[src/rtl/mem_arbiter_pkg.sv]
// Shared definitions for the CPU/IO single-port memory arbiter:
// FSM state encoding, requester id constants and the tie-break helper.
package mem_arbiter_pkg;

   typedef enum logic [1:0] {
      IDLE   = 2'd0,
      ACCESS = 2'd1,
      RESP   = 2'd2,
      REJECT = 2'd3
   } state_t;

   localparam logic CPU = 1'b0;
   localparam logic IO  = 1'b1;

   // Choose the winning requester. A lone requester always wins; when both
   // request, the port named by prio (the one that did not win last) wins.
   function automatic logic pick_winner(input logic cpu_req,
                                        input logic io_req,
                                        input logic prio);
      logic w;
      if (cpu_req && io_req) begin
         w = prio;
      end else if (io_req) begin
         w = IO;
      end else begin
         w = CPU;
      end
      return w;
   endfunction

endpackage

[src/rtl/mem_arbiter.sv]
// Two-port (CPU, IO) arbiter in front of a single-port synchronous RAM.
// One transaction at a time: a request is latched in IDLE, the RAM is
// accessed for one cycle, and reads return data in the following cycle.
// IO writes into the protected low region are refused with io_err.
module mem_arbiter
   import mem_arbiter_pkg::*;
#(
   parameter int                WIDTH    = 16,
   parameter int                ADDR_W   = 16,
   parameter logic [ADDR_W-1:0] PROT_TOP = 16'h00FF
) (
   input  logic              clk,
   input  logic              reset,
   // CPU requester
   input  logic              cpu_req,
   input  logic              cpu_we,
   input  logic [ADDR_W-1:0] cpu_addr,
   input  logic [WIDTH-1:0]  cpu_wdata,
   output logic              cpu_gnt,
   output logic              cpu_rvalid,
   output logic [WIDTH-1:0]  cpu_rdata,
   // IO requester
   input  logic              io_req,
   input  logic              io_we,
   input  logic [ADDR_W-1:0] io_addr,
   input  logic [WIDTH-1:0]  io_wdata,
   output logic              io_gnt,
   output logic              io_rvalid,
   output logic [WIDTH-1:0]  io_rdata,
   output logic              io_err,
   // single-port RAM
   output logic              mem_en,
   output logic              mem_we,
   output logic [ADDR_W-1:0] mem_addr,
   output logic [WIDTH-1:0]  mem_wdata,
   input  logic [WIDTH-1:0]  mem_rdata
);

   state_t              r_state;
   state_t              w_state_nxt;
   logic                r_prio;      // port that wins the next tie
   logic                r_winner;    // port owning the current transaction
   logic                r_we;
   logic [ADDR_W-1:0]   r_addr;
   logic [WIDTH-1:0]    r_wdata;

   logic                w_any_req;
   logic                w_pick;
   logic                w_reject;
   logic                w_latch;
   logic                w_sel_we;
   logic [ADDR_W-1:0]   w_sel_addr;
   logic [WIDTH-1:0]    w_sel_wdata;

   // Arbitration: pick the winner and its request fields, flag protected IO writes.
   always_comb begin
      w_any_req   = cpu_req | io_req;
      w_pick      = pick_winner(cpu_req, io_req, r_prio);
      w_sel_we    = (w_pick == IO) ? io_we    : cpu_we;
      w_sel_addr  = (w_pick == IO) ? io_addr  : cpu_addr;
      w_sel_wdata = (w_pick == IO) ? io_wdata : cpu_wdata;
      w_reject    = (w_pick == IO) && io_we && (io_addr <= PROT_TOP);
      w_latch     = (r_state == IDLE) && w_any_req;
   end

   // State register, round-robin pointer and latched request fields.
   always_ff @(posedge clk) begin
      if (reset) begin
         r_state  <= IDLE;
         r_prio   <= CPU;
         r_winner <= CPU;
         r_we     <= 1'b0;
         r_addr   <= '0;
         r_wdata  <= '0;
      end else begin
         r_state <= w_state_nxt;
         if (w_latch) begin
            r_winner <= w_pick;
            r_prio   <= ~w_pick;
            r_we     <= w_sel_we;
            r_addr   <= w_sel_addr;
            r_wdata  <= w_sel_wdata;
         end
      end
   end

   // Next-state and output decode from state and winner id; all outputs held low in reset.
   always_comb begin
      w_state_nxt = r_state;
      cpu_gnt     = 1'b0;
      cpu_rvalid  = 1'b0;
      cpu_rdata   = '0;
      io_gnt      = 1'b0;
      io_rvalid   = 1'b0;
      io_rdata    = '0;
      io_err      = 1'b0;
      mem_en      = 1'b0;
      mem_we      = 1'b0;
      mem_addr    = '0;
      mem_wdata   = '0;

      case (r_state)
         IDLE: begin
            if (w_any_req) begin
               w_state_nxt = w_reject ? REJECT : ACCESS;
            end
         end
         ACCESS: begin
            w_state_nxt = r_we ? IDLE : RESP;
            if (!reset) begin
               mem_en    = 1'b1;
               mem_we    = r_we;
               mem_addr  = r_addr;
               mem_wdata = r_wdata;
               cpu_gnt   = (r_winner == CPU);
               io_gnt    = (r_winner == IO);
            end
         end
         RESP: begin
            w_state_nxt = IDLE;
            if (!reset) begin
               if (r_winner == IO) begin
                  io_rvalid = 1'b1;
                  io_rdata  = mem_rdata;
               end else begin
                  cpu_rvalid = 1'b1;
                  cpu_rdata  = mem_rdata;
               end
            end
         end
         REJECT: begin
            w_state_nxt = IDLE;
            if (!reset) begin
               io_gnt = 1'b1;
               io_err = 1'b1;
            end
         end
         default: begin
            w_state_nxt = IDLE;
         end
      endcase
   end

endmodule

[config.mk]
export PLATFORM = sky130hd
export DESIGN_NAME = mem_arbiter
export DESIGN_NICKNAME = d
export VERILOG_FILES = /design/src/rtl/mem_arbiter_pkg.sv /design/src/rtl/mem_arbiter.sv
export SDC_FILE = /design/constraint.sdc
export NUM_CORES = 1
export LEC_CHECK = 0
export ABC_CLOCK_PERIOD_IN_PS = 1650
export CAP_MARGIN = 20
export CORE_MARGIN = 5
export CORE_UTILIZATION = 36
export CTS_CLUSTER_SIZE = 12
export DETAILED_ROUTE_END_ITERATION = 8
export GPL_TIMING_DRIVEN = 0
export PLACE_DENSITY_LB_ADDON = 0.2
export SETUP_SLACK_MARGIN = 0.2
export SYNTH_ARGS = -nofsm -noshare
export SYNTH_HDL_FRONTEND = slang
export SYNTH_SLANG_ARGS = --single-unit
[constraint.sdc]
create_clock -name clk -period 1.65 [get_ports clk]
set_input_delay 0.33 -clock clk [delete_from_list [all_inputs] [get_ports clk]]
set_output_delay 0.33 -clock clk [all_outputs]
set_load 0.03 [all_outputs]
==> results.sh <==
export IMPL_ys_types=31
export IMPL_portBuffers=154
export IMPL_syn_cell_area_um2=2261
export IMPL_arrival_ns=1.58
export IMPL_drtIter0Drc=262
export IMPL_gp_congestion=0.8411
export IMPL_postRouteAntennaNets=0
export IMPL_period_needed_ns=1.908
export IMPL_async_flop_share_pct=0
export IMPL_dpl_cell_count=525
export IMPL_synthCells=296
export IMPL_hold_viol=0
export IMPL_syn_to_final_growth_pct=131.8
export IMPL_n_antenna_cell=0
export IMPL_cts_max_level=2
export IMPL_power_density_nw_per_um2=614.6
export IMPL_placed_area_um2=4008
export IMPL_grt_pass1_wl_um=16950
export IMPL_wl_per_cell_um=22.40
export IMPL_setup_viol=104
export IMPL_drc=0
export IMPL_dpl_hpwl_um=6908
export IMPL_clockRootBuffer="clkbuf_8"
export IMPL_p_leak_uw=0.002088
export IMPL_grt_ovfl_total=0
export IMPL_clk_pin_slew_worst_paths_ns=0.09
export IMPL_vias=3424
export IMPL_violations="negative setup slack"
export IMPL_ir_worst_vdd_mv=0.4136
export IMPL_crit_fanout=7
export IMPL_drv_slew=0
export IMPL_syn_avg_cell_area_um2=7.638
export IMPL_final_common_cell="buf_6"
export IMPL_clock_sinks=37
export IMPL_synth_area_leaders="dfxtp_1 33%, and2_1 18%, a31oi_1 8.9%"
export IMPL_max_stage_delay_ns=0.40
export IMPL_rr_endpoint="r_addr[1]"
export IMPL_hold_start="io_req"
export IMPL_ys_warn_count=0
export IMPL_num_rows=28
export IMPL_yosys_area_top_type_share_pct=32.76
export IMPL_stdcell_area_um2=5241
export IMPL_nets=583
export IMPL_layout_drive_gt1_share_pct=53.82
export IMPL_fin_skew_ns=0.003851
export IMPL_fmax_ghz=0.5240
export IMPL_grt_usage_pct=27.71
export IMPL_die_w_um=89.25
export IMPL_io_pins=157
export IMPL_rrSetupSlack_ns=-0.26
export IMPL_synth_fp_nets=382
export IMPL_worst_pin_slew_ns=0.8996
export IMPL_status="complete, but fails checks"
export IMPL_clk_path_buf_depth=2
export IMPL_path_cells="nor4b_4 -> buf_4 -> and2_1 -> buf_6"
export IMPL_whs_path_depth=3
export IMPL_core_area_um2=6026
export IMPL_finalCritPeriodShare_pct=115.7
export IMPL_cp_required_ns=1.32
export IMPL_crit_path_start="r_winner"
export IMPL_reg2reg_depth=10
export IMPL_p_total_uw=3221
export IMPL_synth_area_leader_cell="dfxtp_1"
export IMPL_insertion_delay_ns=0.30
export IMPL_worst_setup_path_type="register to primary output"
export IMPL_cts_buffers=5
export IMPL_final_cell_mix="84 x buf_6, 82 x clkdlybuf4s50_1, 62 x and2_4, 34 x dfxtp_1, 32 x nand4_1"
export IMPL_die_h_um=89.25
export IMPL_holdWs_ns=0.3949
export IMPL_fill_cells=299
export IMPL_end_kind="primary output"
export IMPL_critPathLaunchType="register"
export IMPL_fin_ws_ns=-0.2584
export IMPL_dr_pass1_iters=5
export IMPL_initial_utilization_pct=37.52
export IMPL_cts_tree="built"
export IMPL_seq_area_frac_synth_pct=32.76
export IMPL_synth_seq_cells=37
export IMPL_ys_flop_type="dfxtp_1"
export IMPL_reg2reg_from="r_state[1]"
export IMPL_dieArea_um2=7966
export IMPL_maxSlewHeadroom_pct=40.03
export IMPL_final_core_util_pct=86.98
export IMPL_hold_path_end="r_wdata[4]"
export IMPL_final_cells=573
export IMPL_slowest_stage="nor4b_4"
export IMPL_hp_class="primary input to register"
export IMPL_grt_max_degree=14
export IMPL_wl_um=12840
export IMPL_maxCapViolations=0
export IMPL_via_per_inst=5.976
export IMPL_antenna_found_initial=0
export IMPL_grt_pass1_vias=3224
export IMPL_grt_setup_unrepaired="yes"
export IMPL_synth_edff_count=0
## cells in the mapped netlist, types with 2 or more instances
cell	n
a21oi_1	2
buf_4	4
clkbuf_2	2
buf_2	13
clkbuf_1	13
o21ai_1	28
nand4_1	32
nand2b_1	2
buf_1	3
nand3_1	35
nor2_1	5
nor3_1	3
and2_1	64
dfxtp_1	37
a31oi_1	32
o21ai_0	6
## final cells by class
type                            count  area, um2  area share (%)
Clock buffer                        5      68.82           1.313
Clock inverter                      3      43.79          0.8355
Sequential cell                    37      747.0           14.25
Tap cell                           75      93.84           1.790
Inverter                            1      3.754         0.07162
Buffer                             35      310.3           5.920
Multi-Input combinational cell    223       1815           34.64
Timing Repair Buffer              194       2158           41.18
## metrics by stage
step,TNS (ns),setup slack (ns)
after floorplan,0,0.1358
after global placement,-83.53,-1.209
after detailed placement,-86.48,-1.233
after CTS,-7.814,-0.1897
after global routing,-22.28,-0.3434
final,-17.88,-0.2584
## routing by layer
metal / up-vias / global-route usage [%] / part of all wire, %
met5: - / 0 / 0
met4: 0 / 7.442 / 4.2
met3: 54 / 6.452 / 11
met2: 281 / 49.77 / 50
met1: 1599 / 32.96 / 35
li1: 1490 / - / -
## worst max-delay path by stage
stage / depth (start not counted) / endpoint / slack [ns]
detailed placement: 6 / mem_addr[3] / -1.23
global placement: 6 / mem_wdata[12] / -1.21
global route: 5 / cpu_rdata[0] / -0.34
floorplan: 2 / cpu_gnt / 0.14
CTS: 8 / mem_wdata[10] / -0.19
finish: 4 / cpu_rdata[0] / -0.26
## sequential cells by signal, indices dropped and copies added, names as in the netlist
name,count
r_addr,16
r_we,1
r_winner,1
r_state,2
r_prio,1
r_wdata,16
## repair_timing
item | in CTS | in global routing
pin swaps | 80 | 38
endpoints found under the setup margin | 103 | 108
cloned | 11 | 2
buffers inserted | 21 | 6
resized for setup | 626 | 47
hold buffers | 0 | 0
## critical path: cells and delay by family, from the launching register on
| family | cells | cell delay, ns |
|---|---|---|
| buf+inv | 2 | 0.36 |
| flops | 1 | 0.37 |
| simple gates | 2 | 0.55 |
## logic make-up (layout without fill, tap and decap cells)
group | count (synthesis) | after routing | share of synthesized area, %
compound gates | 73 | 73 | 19.53
buf+inv | 36 | 238 | 7.471
flops | 37 | 37 | 32.76
simple gates | 150 | 150 | 40.23
## report_power, final
group / switching (uW) / internal (uW)
Sequential: 68.1 / 978
Clock: 391 / 454
Combinational: 630 / 700
Total: 1090 / 2130
No activity file was read; power rests on OpenSTA's default activity.
